===== src/rtl/oric_tap_player.sv =====
// Oric TAP image player: fetches bytes from SDRAM over a toggle handshake and
// serialises each one as an Oric K7 tape frame (start, 8 data LSB first, odd
// parity, stop bits) with a one-byte prefetch buffer between frames.
module oric_tap_player #(
  parameter int unsigned HALF_CYC  = 4992,
  parameter int unsigned STOP_BITS = 4
) (
  input  logic        clk_24,
  input  logic        reset,
  input  logic        start,
  input  logic [24:0] tap_len,
  input  logic        remote,
  output logic        mem_req,
  input  logic        mem_ack,
  output logic [24:0] mem_addr,
  input  logic [7:0]  mem_q,
  output logic        tape_out,
  output logic        busy,
  output logic        done
);

  localparam int unsigned ADDR_W  = 25;
  localparam int unsigned FRAME_W = 10 + STOP_BITS;
  localparam int unsigned BIT_W   = $clog2(FRAME_W);
  localparam int unsigned CNT_W   = $clog2(2 * HALF_CYC);

  typedef enum logic [2:0] {
    S_IDLE, S_FETCH, S_FRAME_HI, S_FRAME_LO, S_WAIT_BUF, S_FINISH
  } state_t;

  state_t             r_state;
  logic               r_req;
  logic               r_pend;
  logic               r_valid;
  logic [7:0]         r_buf;
  logic [ADDR_W-1:0]  r_addr;
  logic [ADDR_W-1:0]  r_len;
  logic [FRAME_W-1:0] r_frame;
  logic [BIT_W-1:0]   r_bit;
  logic [CNT_W-1:0]   r_cnt;
  logic               r_tape;
  logic               r_busy;
  logic               r_done;

  logic               w_rd_done;
  logic               w_buf_ok;
  logic [7:0]         w_byte;
  logic               w_more;
  logic               w_first_cyc;
  logic               w_issue;
  logic               w_hi_last;
  logic               w_lo_last;
  logic               w_last_bit;
  logic               w_frame_end;
  logic               w_load;
  logic [FRAME_W-1:0] w_new_frame;

  // A read completes when the ack catches up with our outstanding toggle
  assign w_rd_done   = r_pend && (mem_ack == r_req);
  // Next byte is available either from the buffer or straight off the bus
  assign w_buf_ok    = r_valid || w_rd_done;
  assign w_byte      = r_valid ? r_buf : mem_q;
  assign w_more      = r_valid || r_pend || (r_addr != r_len);
  assign w_first_cyc = (r_state == S_FRAME_HI) && (r_bit == '0) && (r_cnt == '0);
  // Fetch on demand, or prefetch at the very first cycle of every frame
  assign w_issue     = !r_pend && !r_valid && (r_addr != r_len) && (mem_ack == r_req) &&
                       ((r_state == S_FETCH) || (r_state == S_WAIT_BUF) || w_first_cyc);
  assign w_hi_last   = (r_cnt == CNT_W'(HALF_CYC - 1));
  assign w_lo_last   = (r_cnt == (r_frame[0] ? CNT_W'(HALF_CYC - 1) : CNT_W'(2 * HALF_CYC - 1)));
  assign w_last_bit  = (r_bit == BIT_W'(FRAME_W - 1));
  assign w_frame_end = (r_state == S_FRAME_LO) && w_lo_last && w_last_bit;
  assign w_load      = remote && w_buf_ok &&
                       ((r_state == S_FETCH) || (r_state == S_WAIT_BUF) || w_frame_end);
  // Frame shifts out LSB first: start 0, data, odd parity, stop ones
  assign w_new_frame = {{STOP_BITS{1'b1}}, ~^w_byte, w_byte, 1'b0};

  assign mem_req  = r_req;
  assign mem_addr = r_addr;
  assign tape_out = r_tape;
  assign busy     = r_busy;
  assign done     = r_done;

  // Player FSM, memory handshake, prefetch buffer and bit timing
  always_ff @(posedge clk_24) begin
    if (reset) begin
      r_state <= S_IDLE;
      r_req   <= mem_ack;
      r_pend  <= 1'b0;
      r_valid <= 1'b0;
      r_buf   <= '0;
      r_addr  <= '0;
      r_len   <= '0;
      r_frame <= '0;
      r_bit   <= '0;
      r_cnt   <= '0;
      r_tape  <= 1'b1;
      r_busy  <= 1'b0;
      r_done  <= 1'b0;
    end else begin
      r_done <= 1'b0;

      if (w_issue) begin
        r_req  <= ~r_req;
        r_pend <= 1'b1;
      end else if (!r_pend && (mem_ack != r_req)) begin
        r_req <= mem_ack;  // stray ack left over from before a reset
      end

      if (w_rd_done) begin
        r_pend <= 1'b0;
        r_addr <= r_addr + ADDR_W'(1);
        if (!w_load) begin
          r_buf   <= mem_q;
          r_valid <= 1'b1;
        end
      end

      case (r_state)
        S_IDLE: begin
          if (start) begin
            r_busy <= 1'b1;
            r_addr <= '0;
            r_len  <= tap_len;
            if (tap_len == '0) begin
              r_state <= S_FINISH;
              r_done  <= 1'b1;
            end else begin
              r_state <= S_FETCH;
            end
          end
        end
        S_FETCH, S_WAIT_BUF: begin
          // waiting for a byte; the load itself is handled below
        end
        S_FRAME_HI: begin
          if (remote) begin
            if (w_hi_last) begin
              r_cnt   <= '0;
              r_state <= S_FRAME_LO;
              r_tape  <= 1'b0;
            end else begin
              r_cnt <= r_cnt + CNT_W'(1);
            end
          end
        end
        S_FRAME_LO: begin
          if (remote) begin
            if (!w_lo_last) begin
              r_cnt <= r_cnt + CNT_W'(1);
            end else if (!w_last_bit) begin
              r_cnt   <= '0;
              r_bit   <= r_bit + BIT_W'(1);
              r_frame <= {1'b0, r_frame[FRAME_W-1:1]};
              r_state <= S_FRAME_HI;
              r_tape  <= 1'b1;
            end else if (!w_buf_ok) begin
              if (w_more) begin
                r_cnt   <= '0;
                r_state <= S_WAIT_BUF;
                r_tape  <= 1'b0;
              end else begin
                r_state <= S_FINISH;
                r_tape  <= 1'b1;
                r_done  <= 1'b1;
              end
            end
          end
        end
        S_FINISH: begin
          r_busy  <= 1'b0;
          r_state <= S_IDLE;
        end
        default: r_state <= S_IDLE;
      endcase

      if (w_load) begin
        r_frame <= w_new_frame;
        r_bit   <= '0;
        r_cnt   <= '0;
        r_state <= S_FRAME_HI;
        r_tape  <= 1'b1;
        if (r_valid) r_valid <= 1'b0;
      end
    end
  end

endmodule


===== config.mk =====
export PLATFORM = sky130hd
export DESIGN_NAME = oric_tap_player
export DESIGN_NICKNAME = d
export VERILOG_FILES = /design/src/rtl/oric_tap_player.sv
export SDC_FILE = /design/constraint.sdc
export NUM_CORES = 1
export LEC_CHECK = 0
export CORE_ASPECT_RATIO = 1.4
export CORE_MARGIN = 4
export CORE_UTILIZATION = 55
export DETAILED_ROUTE_END_ITERATION = 10
export GPL_TIMING_DRIVEN = 1
export PLACE_DENSITY_LB_ADDON = 0.08
export SYNTH_ARGS = -nofsm -noshare
export SYNTH_HDL_FRONTEND = slang
export SYNTH_SLANG_ARGS = --single-unit
export TNS_END_PERCENT = 10

===== constraint.sdc =====
create_clock -name clk_24 -period 2.8 [get_ports clk_24]
set_input_delay 0.56 -clock clk_24 [delete_from_list [all_inputs] [get_ports clk_24]]
set_output_delay 0.56 -clock clk_24 [all_outputs]
set_load 0.02 [all_outputs]

# After elaboration in Yosys (flattened, before gate mapping)
# Cells that the tools add are included.
[totals]
register_bits = 99
inputBits = 38
[op_classes]
n_reduce_logical = 43
bitwise = 4
mux = 53
addsub = 3
eq_ne = 27
[op_table]
columns = ["operator", "n"]
rows = [
  ["$mux 14", 13],
  ["$mux 25", 3],
  ["$pmux 14 s2", 1],
  ["$add 25x1->25 const B", 1],
  ["$logic_not 25->1", 1],
  ["$ne 25x25->1", 1],
  ["$mux 3", 8],
  ["$mux 1", 22],
  ["$ne 3x3->1 const B", 6],
  ["$add 14x1->14 const B", 1],
  ["$eq 14x13->1 const B", 1],
  ["$eq 14x14->1", 1],
  ["$logic_not 14->1", 1],
  ["$reduce_and 7->1", 2],
  ["$logic_and 1x1->1", 12],
  ["$ne 2x2->1 const B", 6],
  ["$ne 4x4->1 const B", 3],
  ["$pmux 3 s4", 1],
  ["$reduce_bool 2->1", 5],
  ["$mux 8", 1],
  ["$reduce_and 4->1", 2],
  ["$reduce_xnor 8->1", 1],
  ["$eq 3x2->1 const B", 2],
  ["$eq 3x3->1 const B", 2],
  ["18 further kinds", 33],
]

# Longest topological paths before layout
# Gate-level depths: netlist (run 1).
[depth]
word_depth = 10
ltp_mapped = 11

# Worst setup path after synthesis (run 1)
# No wires, ideal clock.
[synth_timing]
kind = "register to register"
start = "register r_addr[4], in the netlist mem_addr[4]"
end = "register r_cnt[12]"
arrival_time_ps = 2153
t_required_ps = 2730
path_stages_with_launch = 9
synth_period_minus_slack_ps = 2223
setup_time_ps = 70
setup_slack_ps = 577
path_cell_list = "dfxtp_1 xnor2_1 nand3_1 or4_1 o21a_1 or3_1 clkbuf_1 buf_4 a21oi_1"
[synth_via]
elab_chain_cells = 4
[synth_rtl]
columns = ["item", "line", "rtl"]
rows = [
  ["from (decl)", "36", "logic [ADDR_W-1:0] r_addr;"],
  ["from (signal assigned)", "111", "r_addr <= r_addr + ADDR_W'(1);"],
  ["$ne 25x25->1", "63", "assign w_more = r_valid || r_pend || (r_addr != r_len);"],
  ["$logic_or 1x1->1", "63", ""],
  ["$ne 4x4->1 (no line)", "-", ""],
  ["$reduce_and 5->1 (no line)", "-", ""],
  ["to (signal assigned)", "142", "r_cnt <= r_cnt + CNT_W'(1);"],
  ["to (signal assigned)", "149", "r_cnt <= r_cnt + CNT_W'(1);"],
  ["to (decl)", "40", "logic [CNT_W-1:0] r_cnt;"],
]
# Every way passes these cells.
# A chain may end at the register's enable or synchronous reset.

# Final worst setup path (run 1)
[layout_timing]
start = "register r_cnt[1]"
end = "register r_frame[4]"
[layout_via]
elab_chain_cells = 7
[layout_rtl]
columns = ["item", "line", "rtl"]
rows = [
  ["$eq 14x14->1 *", "69", "assign w_lo_last = (r_cnt == (r_frame[0] ? CNT_W'(HALF_CYC - 1) : CNT_W'(2 * HALF_CYC - 1)));"],
  ["$logic_and 1x1->1 (2 in a row)", "71", "assign w_frame_end = (r_state == S_FRAME_LO) && w_lo_last && w_last_bit;"],
  ["$logic_or 1x1->1", "73", "((r_state == S_FETCH) || (r_state == S_WAIT_BUF) || w_frame_end);"],
  ["$logic_and 1x1->1", "72", "assign w_load = remote && w_buf_ok &&"],
  ["$ne 2x1->1 (no line) / $reduce_bool 2->1 (equally long branches)", "-", ""],
  ["$reduce_and 4->1 (no line)", "-", ""],
  ["to (signal assigned)", "153", "r_frame <= {1'b0, r_frame[FRAME_W-1:1]};"],
  ["to (signal assigned)", "177", "r_frame <= w_new_frame;"],
  ["to (decl)", "38", "logic [FRAME_W-1:0] r_frame;"],
]
# Every way passes the cells marked *; elsewhere a longest branch is shown, timed or not.

==> run metrics, run 1 <==
clock transition at the registers of the reported paths 0.07 ns; Routed Antenna Nets 0; initial DRC count 249; Post-Synthesis Cells 598; antenna cells 0; drt wl/cell 15.78 µm; Synth-to-Final Area Change 21.61%; synthesis-stage register bit count 99; Worst-Skew Late Latency 0.34 ns; Required @ worst endpoint 3.01 ns; Setup TNS Final 0 ns; Crit Reg-Reg Startpoint r_cnt[1]; FILL cells 721; Total Routed Length 12170 µm; DR vias/cell 5.795; Syn. warnings 0; worst hold path type reg -> reg; fin util 69.53%; worst-margin pin slew 0.5309 ns; Netlist cell types 54; ys async rst share 0%; Finished Cell Area 6090 µm²; Peak Freq 405.0 MHz; Clock Skews 0.005056 ns; total iterations of the first detailed-routing run 4; critical path launch point type flop; Final Hold Vio Count 0; hold-fix buffer count after cts 0; total gr overflow 0; core area 8758 µm²; outcome finished clean; data arrival time of the worst path 2.68 ns; Final Wtd Congestion 0.9074; number of max-cap violations 0; Port Buffers 66; Post-synth EDFFs 1; ys flop type dfxtp_1; Initial Util 57.17%; syn avg cell area 8.373 µm²; die height 120.9 µm; via count of the first global-routing pass 4431; gr usage total 23.95%; crit path capture type flop; Pins Over Slew Limit 0; Max VDD drop 0.4499 mV; share of cells above drive strength 1 8.108%; placed cell count 756; die width 88.64 µm; Max-slew headroom 64.61%; CTS sink cnt 99; num ports 67; Mapped Area 5007 µm²; Std-Cell Rows 40; Final #Nets 706; Seq/Total Area, Yosys 39.78%; Max Fanout on Critical Path 9; Via Count 4468; final worst slack 0.3308 ns; CTS root buf clkbuf_16; fin crit share 88.18%; RSZ-0062 raised after global routing no; postcts setup bufs 0; die area 10720 µm²; DRC viols 0; hold_sp r_len[14]; Resized Gates After CTS 0; final setup vio count 0; clk buf depth 2; Critical path origin r_cnt[1]; first-pass GRT wire length 20390 µm; DPL Wire Length 9002 µm; Crit Path Category reg -> reg; fin crit period 2.469 ns; CTS buffer count 9; DP Area 5778 µm²; Leak 2.202 nW; initial antenna violation count 0; P per Cell Area 623.1 nW/µm²; DP Worst Slack 0.1163 ns; Cell Count, Final, Fillers Out 771; TritonCTS clock tree yes; Synthesized Nets 642; H-tree depth 3; largest net degree at the start of global routing 53
-- placed cells by master, fill, tap and decap left out, drive strengths merged, types with 2 or more instances in the layout --
cell type	instances
or3	11
xnor2	34
a21o	2
a21oi	48
nor4	13
nand3	17
nand2	76
mux2	2
xor2	33
o31ai	2
clkbuf	12
and2	4
nor3	9
or4	4
clkdlybuf4s50	65
o211ai	3
nand4	19
mux2i	23
inv	12
buf	19
and3	9
o21ai	20
nor2	87
dfxtp	98
a211oi	5
or2	2
o21a	2
ha	6
and4	3
nand3b	3
nand2b	2
a221oi	8
-- layout make-up --
type | instances | area (µm²) | share of cell area (%)
sequential | 99 | 1992 | 32.71
inverter | 11 | 41.29 | 0.6780
tap | 105 | 131.4 | 2.157
multi-input combinational | 457 | 2823 | 46.35
timing repair buffer | 84 | 790.8 | 12.99
clock buffer | 12 | 267.8 | 4.397
clock inverter | 3 | 43.79 | 0.7191
-- state kept, by name, summed over array words and instances (netlist names) --
| name | count |
|---|---|
| mem_addr | 25 |
| r_len | 25 |
| r_cnt | 14 |
| r_frame | 14 |
| r_buf | 8 |
| r_bit | 4 |
| r_state | 3 |
| busy | 1 |
| done | 1 |
| mem_req | 1 |
| r_pend | 1 |
| r_valid | 1 |
| tape_out | 1 |
-- critical path, cell delays in order, from the launching register on --
cell and delay, ns:
dfxtp_1 0.43, ha_1 0.27, nand3b_1 0.14, nor4_2 0.44, a21oi_2 0.10, or2_1 0.30
a21o_1 0.32, a221oi_2 0.28, nor2_1 0.06
-- kinds of logic (layout without fill, tap and decap cells) --
logic type,after synthesis,after routing,share of synthesized area (%)
muxes,25,25,5.047
AOI/OAI and AO/OA,97,97,13.12
and+or+nand+nor,262,262,24.84
DFF,99,99,39.78
xor gates and xnor gates,67,67,11.87
adders and majority gates,6,6,1.499
buffers and inverters,42,110,3.848
-- through the flow --
stage	total power [W]	hold WS [ns]
6_report	0.003795	0.4665
5_1_grt	0.003972	0.4800
4_1_cts	0.003808	0.4678
3_5_place_dp	0.002525	0.4588
3_3_place_gp	0.002503	0.4548
2_1_floorplan	0.002276	0.4432
-- path summary, 6_finish.rpt --
kind	end	slack (ns)	cells after the start
min reg2reg	r_len[14]	0.47	2
max reg2reg	r_frame[4]	0.33	8
max	r_frame[4]	0.33	8
min	r_len[14]	0.47	2
-- power breakdown --
group          total (W)  internal [W]  switching [W]
Clock            0.00130      0.000769       0.000527
Combinational   0.000837      0.000379       0.000458
Sequential       0.00166       0.00153       0.000131
-- metal layers --
layer	global-route usage (%)	vias to the layer above	share of wire [%]
met5	0	-	0
met4	9.074	0	3.0
met3	4.823	31	4.0
met2	42.57	113	52
met1	27.49	2119	41
li1	-	2205	-
-- synth_stat cells, types with 6 or more instances --
cell type  number  area [µm²]
dfxtp_1        98        1962
nor2_1         86       322.8
nand2_1        76       285.3
a21oi_1        47       235.2
xnor2_1        33       289.0
xor2_1         33       289.0
mux2i_1        23       230.2
clkbuf_1       21       78.83
nand4_1        19       118.9
o21ai_0        18       90.09
nand3_1        17       85.08
nor4_1         12       75.07
inv_1          11       41.29
or3_1          10       62.56
and3_1          9       56.30
a221oi_2        8       120.1
nor3_1          8       40.04
ha_1            6       75.07
Note: power is estimated with default switching activity, not from simulation.
==> run 2: changes to the inputs <==
--- a/config.mk
+++ b/config.mk
@@ -8,9 +8,10 @@
 export CORE_ASPECT_RATIO = 1.4
 export CORE_MARGIN = 4
 export CORE_UTILIZATION = 55
+export CTS_CLUSTER_SIZE = 40
 export DETAILED_ROUTE_END_ITERATION = 10
 export GPL_TIMING_DRIVEN = 1
-export PLACE_DENSITY_LB_ADDON = 0.08
+export PLACE_DENSITY = 0.79
 export SYNTH_ARGS = -nofsm -noshare
 export SYNTH_HDL_FRONTEND = slang
 export SYNTH_SLANG_ARGS = --single-unit
==> run 2 against run 1 <==
Net effect: clock skew is essentially flat; global-route usage grew 0.33 points; final cell count grew 0.52%; non-clock buffer count grew 3; flip-flop and latch count is the same; die area is the same; hold slack gained 0.0042 ns; highest routed layer unchanged.
==> run metrics, run 2 (same netlist as run 1, synthesis figures left out) <==
Resized Gates After CTS 0; Finished Cell Area 6102 µm²; Routed Antenna Nets 0; critical path launch point type flop; outcome finished clean; DPL Wire Length 9221 µm; final setup vio count 0; Cell Count, Final, Fillers Out 775; initial antenna violation count 0; worst hold path type reg -> reg; die width 88.64 µm; hold-fix buffer count after cts 0; CTS buffer count 9; Leak 2.209 nW; Max-slew headroom 63.35%; Pins Over Slew Limit 0; crit path capture type flop; fin crit period 2.471 ns; Via Count 4514; num ports 67; RSZ-0062 raised after global routing no; final hold slack 0.4707 ns; first-pass GRT wire length 20760 µm; core area 8758 µm²; Peak Freq 404.8 MHz; DRC viols 0; die height 120.9 µm; Final Wtd Congestion 0.8756; Setup TNS Final 0 ns; Max Fanout on Critical Path 9; Initial Util 57.17%; Clock Skews 0.005049 ns; Synth-to-Final Area Change 21.86%; drt wl/cell 16.04 µm; CTS sink cnt 99; CTS root buf clkbuf_16; leading cell type in the layout, fill and taps excluded dfxtp_1; postcts setup bufs 0; Required @ worst endpoint 3.02 ns; gr usage total 24.28%; data arrival time of the worst path 2.69 ns; total gr overflow 0; Crit Path Category reg -> reg; Final #Nets 709; Final Hold Vio Count 0; total iterations of the first detailed-routing run 5; share of cells above drive strength 1 8.657%; DP Area 5801 µm²; DR vias/cell 5.825; placed cell count 759; number of max-cap violations 0; die area 10720 µm²; H-tree depth 3; largest net degree at the start of global routing 53; fin crit share 88.24%; Std-Cell Rows 40; Max VDD drop 0.4016 mV; clk buf depth 2; Total Routed Length 12430 µm; P per Cell Area 620.7 nW/µm²; initial DRC count 191; clock transition at the registers of the reported paths 0.07 ns; worst-margin pin slew 0.5447 ns; TritonCTS clock tree yes; antenna cells 0; most frequent cells in the layout dfxtp_1, nor2_1, nand2_1; Port Buffers 66; Worst-Skew Late Latency 0.35 ns; via count of the first global-routing pass 4442
==> run 2: path summary, 6_finish.rpt <==
path / cells past startpoint / from / slack [ns] / to
setup reg to reg: 8 / r_cnt[1] / 0.33 / r_frame[4]
setup / recovery: 8 / r_cnt[1] / 0.33 / r_frame[4]
hold / removal: 2 / r_len[23] / 0.47 / r_len[23]
hold reg to reg: 2 / r_len[23] / 0.47 / r_len[23]
==> run 2: metrics by stage <==
step	worst slack, ns	power [W]	util (%)
CTS	0.3112	0.003796	69.67
detailed placement	0.1114	0.002545	66.23
finish	0.3294	0.003787	69.67
global route	0.09765	0.003965	69.67
global placement	0.1909	0.002512	66.23
floorplan	0.5769	0.002276	-
==> run 2: cell type report <==
cell class | instances | area [µm²]
inverters | 11 | 41.29
flip-flops and latches | 99 | 1992
fillers | 678 | 2656
clock inverters | 6 | 72.57
multi-input cells | 457 | 2823
well taps | 105 | 131.4
repair buffers | 87 | 813.3
clock buffers | 10 | 229.0
==> run 2: power breakdown <==
part,total (W),switching (W),internal (W)
Combinational,0.000866,0.000479,0.000387
Clock,0.00126,0.000557,0.000705
Sequential,0.00166,0.000129,0.00153
Total,0.00379,0.00117,0.00262
==> run 2: layer usage <==
layer  up-vias  GRT usage (%)  wire (µm)
met5         -              0          0
met4         0          9.735        352
met3        25          3.940        523
met2       131          42.10       6437
met1      2141          29.18       5119
li1       2217              -          -
==> run 2: worst max-delay path, stage by stage (launching register included) <==
cell and delay (ns):
dfxtp_1 0.43, ha_1 0.27, nand3b_1 0.14, nor4_2 0.41, a21oi_2 0.10, or2_1 0.32
a21o_1 0.33, a221oi_2 0.28, nor2_1 0.06
==> run 3: changes to the inputs <==
--- a/config.mk
+++ b/config.mk
@@ -5,13 +5,14 @@
 export SDC_FILE = /design/constraint.sdc
 export NUM_CORES = 1
 export LEC_CHECK = 0
-export CORE_ASPECT_RATIO = 1.4
+export CORE_ASPECT_RATIO = 1.25
 export CORE_MARGIN = 4
-export CORE_UTILIZATION = 55
+export CORE_UTILIZATION = 60
 export CTS_CLUSTER_SIZE = 40
 export DETAILED_ROUTE_END_ITERATION = 10
+export DONT_BUFFER_PORTS = 1
 export GPL_TIMING_DRIVEN = 1
-export PLACE_DENSITY = 0.79
+export PLACE_DENSITY = 0.75
 export SYNTH_ARGS = -nofsm -noshare
 export SYNTH_HDL_FRONTEND = slang
 export SYNTH_SLANG_ARGS = --single-unit
==> run 3 against run 2 <==
Net effect: global-route usage is essentially flat; final cell count shrank 8.4%; via count shrank 7.8%; register-to-register slack is essentially flat; flip-flop and latch count is the same; hold slack lost 0.22 ns; clock power shrank 27%; critical path depth shrank 2; total power shrank 13%; cell area shrank 11%; largest cell class unchanged.
==> run metrics, run 3 (same netlist as run 1, synthesis figures left out) <==
die height 110.1 µm; final worst slack 0.3437 ns; first-pass GRT wire length 19550 µm; Routed Antenna Nets 0; Clock Skews 0.007791 ns; gr usage total 24.30%; fin crit share 87.73%; Cell Count, Final, Fillers Out 710; Worst-Skew Late Latency 0.37 ns; Setup TNS Final 0 ns; total gr overflow 0; Pins Over Slew Limit 0; most frequent cells in the layout dfxtp_1, nor2_1, nand2_1; Max Fanout on Critical Path 14; Total Routed Length 11670 µm; Final Wtd Congestion 0.8488; drt wl/cell 16.44 µm; clock transition at the registers of the reported paths 0.09 ns; Std-Cell Rows 37; leading cell type in the layout, fill and taps excluded dfxtp_1; Final #Nets 653; DR vias/cell 5.861; Leak 1.983 nW; Crit Path Category reg -> reg; die area 9880 µm²; total iterations of the first detailed-routing run 4; Final Hold Vio Count 0; Finished Cell Area 5405 µm²; DRC viols 0; num ports 67; initial DRC count 279; fin util 65.96%; Peak Freq 407.1 MHz; crit path capture type flop; core area 8194 µm²; Via Count 4161; Synth-to-Final Area Change 7.946%; worst hold path type in -> reg; number of max-cap violations 0; P per Cell Area 613.0 nW/µm²; data arrival time of the worst path 2.76 ns; Max-slew headroom 64.08%; DPL Wire Length 8749 µm; Initial Util 61.11%; Resized Gates After CTS 0; via count of the first global-routing pass 4298; placed cell count 695; CTS root buf clkbuf_8; DP Area 5210 µm²; Port Buffers 0; Required @ worst endpoint 3.10 ns; hold-fix buffer count after cts 0; TritonCTS clock tree yes; outcome finished clean; FILL cells 693; worst-margin pin slew 0.5339 ns; die width 89.71 µm; CTS sink cnt 99; DP Worst Slack 0.3705 ns; final setup vio count 0; fin crit period 2.456 ns; largest net degree at the start of global routing 54; CTS buffer count 9; RSZ-0062 raised after global routing no; postcts setup bufs 0; antenna cells 0; clk buf depth 2; initial antenna violation count 0; Max VDD drop 0.4055 mV; share of cells above drive strength 1 10.93%; critical path launch point type flop; H-tree depth 3
[run 3: cell types whose count changed in the layout (fill, tap and decap cells not counted), moves of 2 or more]
cell,delta
buf_4,+10
clkbuf_16,-8
clkbuf_8,+11
clkdlybuf4s50_1,-65
clkinv_2,+2
[run 3: worst paths after layout]
| check | slack, ns | endpoint | startpoint | cells after the start |
|---|---|---|---|---|
| min | 0.25 | r_frame[9] | reset | 1 |
| min reg2reg | 0.47 | r_len[24] | r_len[24] | 2 |
| max | 0.34 | r_cnt[12] | mem_req | 6 |
| max reg2reg | 0.34 | r_cnt[12] | mem_req | 6 |
[run 3: through the flow]
step | total power, W | hold slack (ns)
floorplan | 0.002276 | 0.4432
global placement | 0.002392 | 0.4491
detailed placement | 0.002421 | 0.4532
CTS | 0.003314 | 0.2402
global route | 0.003473 | 0.2323
finish | 0.003313 | 0.2506
[run 3: area by class of cell]
cell class	count	area (µm²)	share of cell area, %
Timing Repair Buffer	31	232.7	4.306
Clock inverter	3	18.77	0.3472
Clock buffer	12	176.4	3.264
Sequential cell	99	1992	36.85
Multi-Input combinational cell	457	2823	52.22
Inverter	11	41.29	0.7639
Tap cell	97	121.4	2.245
[run 3: where the power goes]
group | total, W | internal [W] | leakage (nW) | switching (W)
sequential | 0.00167 | 0.00153 | 0.804 | 0.000143
combinational | 0.000722 | 0.000304 | 1.08 | 0.000418
clock | 0.000918 | 0.000422 | 0.104 | 0.000496
[run 3: layer usage]
layer	share of wire [%]	GRT usage (%)
met3	6.2	5.567
met2	51	45.32
met4	2.9	12.05
met5	0	0
met1	39	26.15
[run 3: worst max-delay path: stages, from the launching register on]
cell	delay, ns
edfxtp_1	0.55
xnor2_2	0.27
a211oi_1	0.36
o21ai_1	0.21
and2_1	0.31
or4_1	0.55
a21oi_1	0.14
